$ cat config.mk
export PLATFORM = sky130hd
export DESIGN_NAME = instruction_fetch_unit
export DESIGN_NICKNAME = d
export VERILOG_FILES = /design/src/rtl/instruction_fetch_unit_pkg.sv /design/src/rtl/instruction_fetch_unit_fetch_queue.sv /design/src/rtl/instruction_fetch_unit.sv
export SDC_FILE = /design/constraint.sdc
export NUM_CORES = 1
export LEC_CHECK = 0
export ABC_AREA = 1
export BUFFER_PORTS_ARGS = -buffer_cell sky130_fd_sc_hd__buf_2
export CAP_MARGIN = 25
export CORE_ASPECT_RATIO = 0.7
export CORE_MARGIN = 2
export CORE_UTILIZATION = 49
export CTS_BUF_LIST = sky130_fd_sc_hd__clkbuf_8
export DETAILED_ROUTE_END_ITERATION = 12
export GPL_TIMING_DRIVEN = 0
export PLACE_DENSITY_LB_ADDON = 0.15
export SLEW_MARGIN = 20
export SYNTH_ARGS = -nofsm -noshare
export SYNTH_HDL_FRONTEND = slang
export SYNTH_SLANG_ARGS = --single-unit
$ cat constraint.sdc
create_clock -name clock -period 1.55 [get_ports clock]
set_clock_uncertainty 0.1 [all_clocks]
set_input_delay 0 -clock clock [delete_from_list [all_inputs] [get_ports clock]]
set_output_delay 0 -clock clock [all_outputs]
set_load 0.01 [all_outputs]
$ cat src/rtl/instruction_fetch_unit_pkg.sv
// Shared types and constants for the instruction fetch front end.
package instruction_fetch_unit_pkg;

  typedef logic [31:0] int_t;

  typedef struct packed {
    int_t pc;
    int_t word;
  } fetch_entry_t;

  localparam int_t RESET_PC_DEFAULT = 32'h0000_3000;
  localparam int_t PC_STEP          = 32'd4;

  function automatic int_t align_word(input int_t addr);
    return {addr[31:2], 2'b00};
  endfunction

endpackage

$ cat src/rtl/instruction_fetch_unit_fetch_queue.sv
// In-order circular FIFO of fetched {pc, word} entries; flush drops everything.
module fetch_queue
  import instruction_fetch_unit_pkg::*;
#(
  parameter int DEPTH = 2,
  localparam int PTR_W = $clog2(DEPTH),
  localparam int CNT_W = $clog2(DEPTH + 1)
) (
  input  logic             clock,
  input  logic             reset,
  input  logic             push,
  input  logic             pop,
  input  logic             flush,
  input  fetch_entry_t     push_entry,
  output fetch_entry_t     head,
  output logic [CNT_W-1:0] count
);

  fetch_entry_t     mem_q [DEPTH];
  fetch_entry_t     mem_d [DEPTH];
  logic [PTR_W-1:0] rd_ptr_q, rd_ptr_d;
  logic [PTR_W-1:0] wr_ptr_q, wr_ptr_d;
  logic [CNT_W-1:0] count_q, count_d;

  function automatic logic [PTR_W-1:0] ptr_inc(input logic [PTR_W-1:0] p);
    return (p == PTR_W'(DEPTH - 1)) ? '0 : p + 1'b1;
  endfunction

  // Next-state for storage, pointers and occupancy; flush overrides push/pop.
  always_comb begin
    mem_d    = mem_q;
    rd_ptr_d = rd_ptr_q;
    wr_ptr_d = wr_ptr_q;
    count_d  = count_q;
    if (flush) begin
      rd_ptr_d = '0;
      wr_ptr_d = '0;
      count_d  = '0;
    end else begin
      // When full, push and pop share the head slot: the old head is consumed this edge.
      if (push) begin
        mem_d[wr_ptr_q] = push_entry;
        wr_ptr_d        = ptr_inc(wr_ptr_q);
      end else begin
        wr_ptr_d = wr_ptr_q;
      end
      if (pop) begin
        rd_ptr_d = ptr_inc(rd_ptr_q);
      end else begin
        rd_ptr_d = rd_ptr_q;
      end
      case ({push, pop})
        2'b10:   count_d = count_q + 1'b1;
        2'b01:   count_d = count_q - 1'b1;
        default: count_d = count_q;
      endcase
    end
  end

  // Queue state registers; storage is cleared on reset so the head reads as zero.
  always_ff @(posedge clock or negedge reset) begin
    if (!reset) begin
      for (int i = 0; i < DEPTH; i++) begin
        mem_q[i] <= '0;
      end
      rd_ptr_q <= '0;
      wr_ptr_q <= '0;
      count_q  <= '0;
    end else begin
      mem_q    <= mem_d;
      rd_ptr_q <= rd_ptr_d;
      wr_ptr_q <= wr_ptr_d;
      count_q  <= count_d;
    end
  end

  assign head  = mem_q[rd_ptr_q];
  assign count = count_q;

endmodule

$ cat src/rtl/instruction_fetch_unit.sv
// Front-end fetch: owns the PC, captures memory words into a fetch queue, honours redirects.
module instruction_fetch_unit
  import instruction_fetch_unit_pkg::*;
#(
  parameter logic [31:0] RESET_PC    = RESET_PC_DEFAULT,
  parameter int          QUEUE_DEPTH = 2
) (
  input  logic        clock,
  input  logic        reset,
  output logic [31:0] imAddress,
  input  logic [31:0] imData,
  input  logic        imReady,
  input  logic        redirectValid,
  input  logic [31:0] redirectTarget,
  output logic        outValid,
  output logic [31:0] outPc,
  output logic [31:0] outInstruction,
  input  logic        outReady
);

  localparam int CNT_W = $clog2(QUEUE_DEPTH + 1);

  int_t             fetch_pc_q, fetch_pc_d;
  logic [CNT_W-1:0] count_s;
  fetch_entry_t     head_s;
  fetch_entry_t     push_entry_s;
  logic             out_valid_s;
  logic             pop_s;
  logic             push_s;

  assign out_valid_s  = (count_s != '0);
  assign pop_s        = out_valid_s && outReady;
  assign push_s       = imReady && !redirectValid &&
                        ((count_s < CNT_W'(QUEUE_DEPTH)) || pop_s);
  assign push_entry_s = {fetch_pc_q, imData};

  // Redirect beats fetch; otherwise the PC advances only on a captured word.
  always_comb begin
    fetch_pc_d = fetch_pc_q;
    if (redirectValid) begin
      fetch_pc_d = align_word(redirectTarget);
    end else if (push_s) begin
      fetch_pc_d = fetch_pc_q + PC_STEP;
    end else begin
      fetch_pc_d = fetch_pc_q;
    end
  end

  // Fetch PC register.
  always_ff @(posedge clock or negedge reset) begin
    if (!reset) begin
      fetch_pc_q <= RESET_PC;
    end else begin
      fetch_pc_q <= fetch_pc_d;
    end
  end

  fetch_queue #(
    .DEPTH (QUEUE_DEPTH)
  ) u_fetch_queue (
    .clock      (clock),
    .reset      (reset),
    .push       (push_s),
    .pop        (pop_s),
    .flush      (redirectValid),
    .push_entry (push_entry_s),
    .head       (head_s),
    .count      (count_s)
  );

  assign imAddress      = fetch_pc_q;
  assign outValid       = out_valid_s;
  assign outPc          = head_s.pc;
  assign outInstruction = head_s.word;

endmodule

==> report_table.html <==
<table>
<tr><th>Metric</th><th>Value</th></tr>
<tr><th colspan="2">Routing</th></tr>
<tr><td>DRC errors left</td><td>0</td></tr>
<tr><td>Final routed wirelength across all metal layers</td><td>25460 um</td></tr>
<tr><td>Post-detailed-route count of antenna-violating nets</td><td>0</td></tr>
<tr><td>Number of violations reported at the end of detailed-routing iteration 0</td><td>695</td></tr>
<tr><td>Vias after detailed routing</td><td>7985</td></tr>
<tr><td>DR pass1 iterations</td><td>6</td></tr>
<tr><td>Via density per instance</td><td>5.195</td></tr>
<tr><td>Avg WL per Cell</td><td>16.57 um</td></tr>
<tr><th colspan="2">STA</th></tr>
<tr><td>Setup-failing EPs final</td><td>116</td></tr>
<tr><td>Max Clk Rate</td><td>587.5 MHz</td></tr>
<tr><td>Slew at the pin with the worst max-slew slack</td><td>0.6217 ns</td></tr>
<tr><td>Final worst path period share</td><td>109.8%</td></tr>
<tr><td>RSZ-0062 raised after global routing</td><td>true</td></tr>
<tr><td>Final hold vios</td><td>14</td></tr>
<tr><td>Post-layout minimum cycle time</td><td>1.702 ns</td></tr>
<tr><td>Worst-case hold slack</td><td>-0.01910 ns</td></tr>
<tr><td>Slew Viols, Final</td><td>0</td></tr>
<tr><td>Worst slew slack as a fraction of its limit</td><td>58.55%</td></tr>
<tr><td>Post-route worst setup slack</td><td>-0.1521 ns</td></tr>
<tr><th colspan="2">Placement</th></tr>
<tr><td>Placement Setup Slack</td><td>-0.3366 ns</td></tr>
<tr><td>IO Port Bufs</td><td>158</td></tr>
<tr><td>Final HPWL from detailed placement</td><td>15350 um</td></tr>
<tr><td>Number of placed instances, taps included</td><td>1388</td></tr>
<tr><td>Placer's final routability congestion estimate</td><td>0.9780</td></tr>
<tr><th colspan="2">Clocking</th></tr>
<tr><td>Clock Root Buffer</td><td>sky130_fd_sc_hd__clkbuf_8</td></tr>
<tr><td>Worst skew pair latency</td><td>0.46 ns</td></tr>
<tr><td>CTS Buf Count</td><td>17</td></tr>
<tr><td>Clock transition time at the flip-flop clock pins of the worst setup and hold paths</td><td>0.10 ns</td></tr>
<tr><td>CTS Sinks</td><td>158</td></tr>
<tr><td>Longest Clk Path Bufs</td><td>2</td></tr>
<tr><td>TritonCTS clock tree</td><td>yes</td></tr>
<tr><td>H-tree depth reported by CTS</td><td>4</td></tr>
<tr><th colspan="2">Worst setup path</th></tr>
<tr><td>Biggest fanout along the worst timing path</td><td>8</td></tr>
<tr><td>CP top delay family</td><td>buffers and inverters</td></tr>
<tr><td>Source of the worst register-to-register timing path</td><td>imAddress[3]</td></tr>
<tr><td>Number of buffer and inverter instances along the worst setup path</td><td>4</td></tr>
<tr><td>Worst r2r path cells</td><td>10</td></tr>
<tr><td>Register-to-register setup slack</td><td>-0.10 ns</td></tr>
<tr><td>Slowest stage cell on the critical path</td><td>sky130_fd_sc_hd__dfrtp_2</td></tr>
<tr><td>Cell occurring most often along the worst timing path</td><td>sky130_fd_sc_hd__buf_12</td></tr>
<tr><td>WP data arrival</td><td>1.60 ns</td></tr>
<tr><td>Critical Path RT</td><td>1.45 ns</td></tr>
<tr><td>Worst path cell trace</td><td>buf_12 &gt; buf_12 &gt; clkbuf_16 &gt; nand2_4 &gt; nand2_2 &gt; buf_6</td></tr>
<tr><td>Setup CP Type</td><td>flip-flop to output port</td></tr>
<tr><td>Delay of the slowest cell on the worst path</td><td>0.43 ns</td></tr>
<tr><td>Endpoint kind of the worst setup timing path</td><td>output port</td></tr>
<tr><td>Critical Path Start Type</td><td>flip-flop</td></tr>
<tr><td>Critical path depth</td><td>6</td></tr>
<tr><td>Destination of the worst register-to-register timing path</td><td>imAddress[30]</td></tr>
<tr><th colspan="2">Final layout</th></tr>
<tr><td>Area grow syn2layout</td><td>54.31%</td></tr>
<tr><td>Area of combinational cells with multiple inputs</td><td>0.003980 sq mm</td></tr>
<tr><td>Antenna Diode Count</td><td>0</td></tr>
<tr><td>Share of cells above drive strength 1</td><td>36.13%</td></tr>
<tr><td>Combined flip-flop and latch cell area</td><td>0.003964 sq mm</td></tr>
<tr><td>Fraction of the core area covered by cells at the end of the flow</td><td>76.89%</td></tr>
<tr><td>Fin nets</td><td>1394</td></tr>
<tr><td>Layout filler cell count</td><td>1103</td></tr>
<tr><td>Post-layout instance count excluding filler cells</td><td>1537</td></tr>
<tr><th colspan="2">Power</th></tr>
<tr><td>Total leakage power</td><td>6.146 nW</td></tr>
<tr><td>Power per unit of standard cell area</td><td>1132 mW/mm^2</td></tr>
<tr><td>Peak ir drop on the vdd network</td><td>0.0007752 V</td></tr>
<tr><th colspan="2">Run status</th></tr>
<tr><td>Violated checks</td><td>hold timing, setup timing</td></tr>
<tr><td>Status</td><td>complete, but fails checks</td></tr>
<tr><th colspan="2">Global route</th></tr>
<tr><td>Wire length of the first global-routing pass</td><td>37150 um</td></tr>
<tr><td>Maximum number of pins on one net before global-route repair</td><td>92</td></tr>
<tr><td>Overflow left after global routing</td><td>0</td></tr>
<tr><td>Via count of the first global-routing pass</td><td>7229</td></tr>
<tr><td>Number of antenna violations at the first check in global routing</td><td>0</td></tr>
<tr><td>Total global routing track utilization</td><td>28.53%</td></tr>
<tr><th colspan="2">Job</th></tr>
<tr><td># Max-Cap Violations</td><td>0</td></tr>
<tr><th colspan="2">Synthesis</th></tr>
<tr><td>Average cell area after synthesis</td><td>7.505 sq um</td></tr>
<tr><td>Part of the Yosys area used for sequential elements</td><td>51.38%</td></tr>
<tr><td>Count of cell types in the netlist</td><td>31</td></tr>
<tr><td>Most common cell in the netlist</td><td>sky130_fd_sc_hd__nand2_1</td></tr>
<tr><td>Top-area cell type share of the netlist area</td><td>50.70%</td></tr>
<tr><td>Leading post-synthesis cells by instance count</td><td>sky130_fd_sc_hd__nand2_1 (464), sky130_fd_sc_hd__dfrtp_1 (156), sky130_fd_sc_hd__o21ai_0 (102)</td></tr>
<tr><td>Number of synthesized flops with an enable pin</td><td>0</td></tr>
<tr><td>Yosys reg bits</td><td>158</td></tr>
<tr><td>Area leader, netlist</td><td>sky130_fd_sc_hd__dfrtp_1</td></tr>
<tr><td>Post-synth design cell area</td><td>0.007700 sq mm</td></tr>
<tr><td>Number of cells produced by synthesis</td><td>1026</td></tr>
<tr><td>Flip-flop cell with the highest count after synthesis</td><td>sky130_fd_sc_hd__dfrtp_1</td></tr>
<tr><td>Asr flop ratio synth</td><td>100.0%</td></tr>
<tr><td>YS warnings</td><td>0</td></tr>
<tr><td>Ranking of synthesized cells by area</td><td>sky130_fd_sc_hd__dfrtp_1 (51%), sky130_fd_sc_hd__nand2_1 (23%), sky130_fd_sc_hd__o21ai_0 (6.6%), sky130_fd_sc_hd__inv_1 (4.5%), sky130_fd_sc_hd__o21ai_1 (3.1%)</td></tr>
<tr><th colspan="2">Floorplanning</th></tr>
<tr><td>Floorplan die width</td><td>153.8 um</td></tr>
<tr><td>Height of the chip</td><td>108.9 um</td></tr>
<tr><td>I/O pin total</td><td>166</td></tr>
<tr><td>Std-Cell Rows</td><td>38</td></tr>
<tr><td>Die outline area</td><td>0.01675 sq mm</td></tr>
<tr><td>Initial Utilization</td><td>49.83%</td></tr>
<tr><td>Core box area</td><td>0.01545 sq mm</td></tr>
<tr><th colspan="2">Hold path</th></tr>
<tr><td>Class of the tightest hold or removal check</td><td>input pin to asynchronous set/reset pin</td></tr>
</table>
==> flip-flops by register name (all words and copies together), names as in the netlist <==
name                    count
imAddress                  30
u_fetch_queue.count         2
u_fetch_queue.mem_q       124
u_fetch_queue.rd_ptr_q      1
u_fetch_queue.wr_ptr_q      1
==> worst max path at each step <==
| stage | from | to | slack, ns |
|---|---|---|---|
| final | u_fetch_queue.rd_ptr_q | outPc[21] | -0.15 |
| after floorplan | imAddress[3] | imAddress[26] | -0.02 |
| after global routing | imAddress[3] | imAddress[30] | -0.19 |
| after global placement | reset | imAddress[30] | -2.04 |
| after CTS | u_fetch_queue.rd_ptr_q | outInstruction[9] | -0.12 |
| after detailed placement | u_fetch_queue.rd_ptr_q | outPc[24] | -0.34 |
==> per-layer routing <==
layer	vias up	global-route usage [%]	share of wire, %
li1	3817	-	-
met1	3820	42.31	45
met4	0	7.877	1.7
met2	310	43.31	46
met5	-	0	0
met3	38	5.326	6.7
==> metrics by stage <==
stage          setup TNS, ns  hold slack (ns)  instance area, sq um  power [mW]
6_report              -8.235         -0.01910                 11880       13.46
2_1_floorplan       -0.03520          -0.3956                  7714       7.410
3_5_place_dp          -21.31          -0.1048                  8792       8.661
4_1_cts               -5.524        -0.005991                 10930       12.72
3_3_place_gp         -338.09           0.1069                  8755       8.579
5_1_grt               -14.28         0.003465                 11880       14.20
==> worst reg2reg max path, delay by kind of cell, from the launching register on <==
family	cells	cell delay, ns
DFF	1	0.42
and+or+nand+nor	9	0.82
adders and majority gates	1	0.22
==> final cells by class <==
type                       count  area share, %
timing repair buffer         275          19.26
sequential                   158          33.36
buffer                        51          5.107
multi-input combinational    726          33.50
clock buffer                  19          2.201
tap                          200          2.106
inverter                      94          3.149
clock inverter                13          1.243
timing repair inverter         1        0.07372
==> repair_timing <==
| action | in CTS | in global routing |
|---|---|---|
| cloned | 7 | 9 |
| endpoints found under the hold margin | 255 | 0 |
| hold buffers | 71 | 0 |
| setup buffers | 20 | 12 |
| pin swaps | 38 | 22 |
| setup endpoints to repair | 195 | 189 |
| gates resized for setup | 203 | 198 |
==> cells by family after synthesis <==
logic type	after synthesis	synth area share (%)
AO/OA/AOI/OAI	171	11.73
XOR/XNOR	6	0.6825
adder cells (fa/ha/maj)	1	0.1625
buffers and inverters	147	8.547
flip-flops	158	51.38
other	1	0.04870
AND/OR/NAND/NOR	542	27.45
==> where the power goes <==
part	leakage, nW	internal (mW)	switching [mW]	total (mW)
Combinational	3.98	2.11	2.32	4.44
Clock	0.209	1.43	1.77	3.20
Sequential	1.96	5.05	0.764	5.82
==> layout by cell type, fill, tap and decap left out, drive strengths merged <==
master         n
nor2          43
clkinv         5
o22ai          2
xnor2          1
a21oi          4
o211ai         3
dfrtp        156
nand2        468
dlygate4sd3   71
o21ai        153
conb           4
o31ai          1
o221ai         3
nand3         27
nor3           4
inv          102
ha             1
clkbuf        50
buf          224
xor2           5
o21bai         3
nand4          2
bufinv         1
dfstp          2
a22oi          2
(Power assumes the default switching activity.)
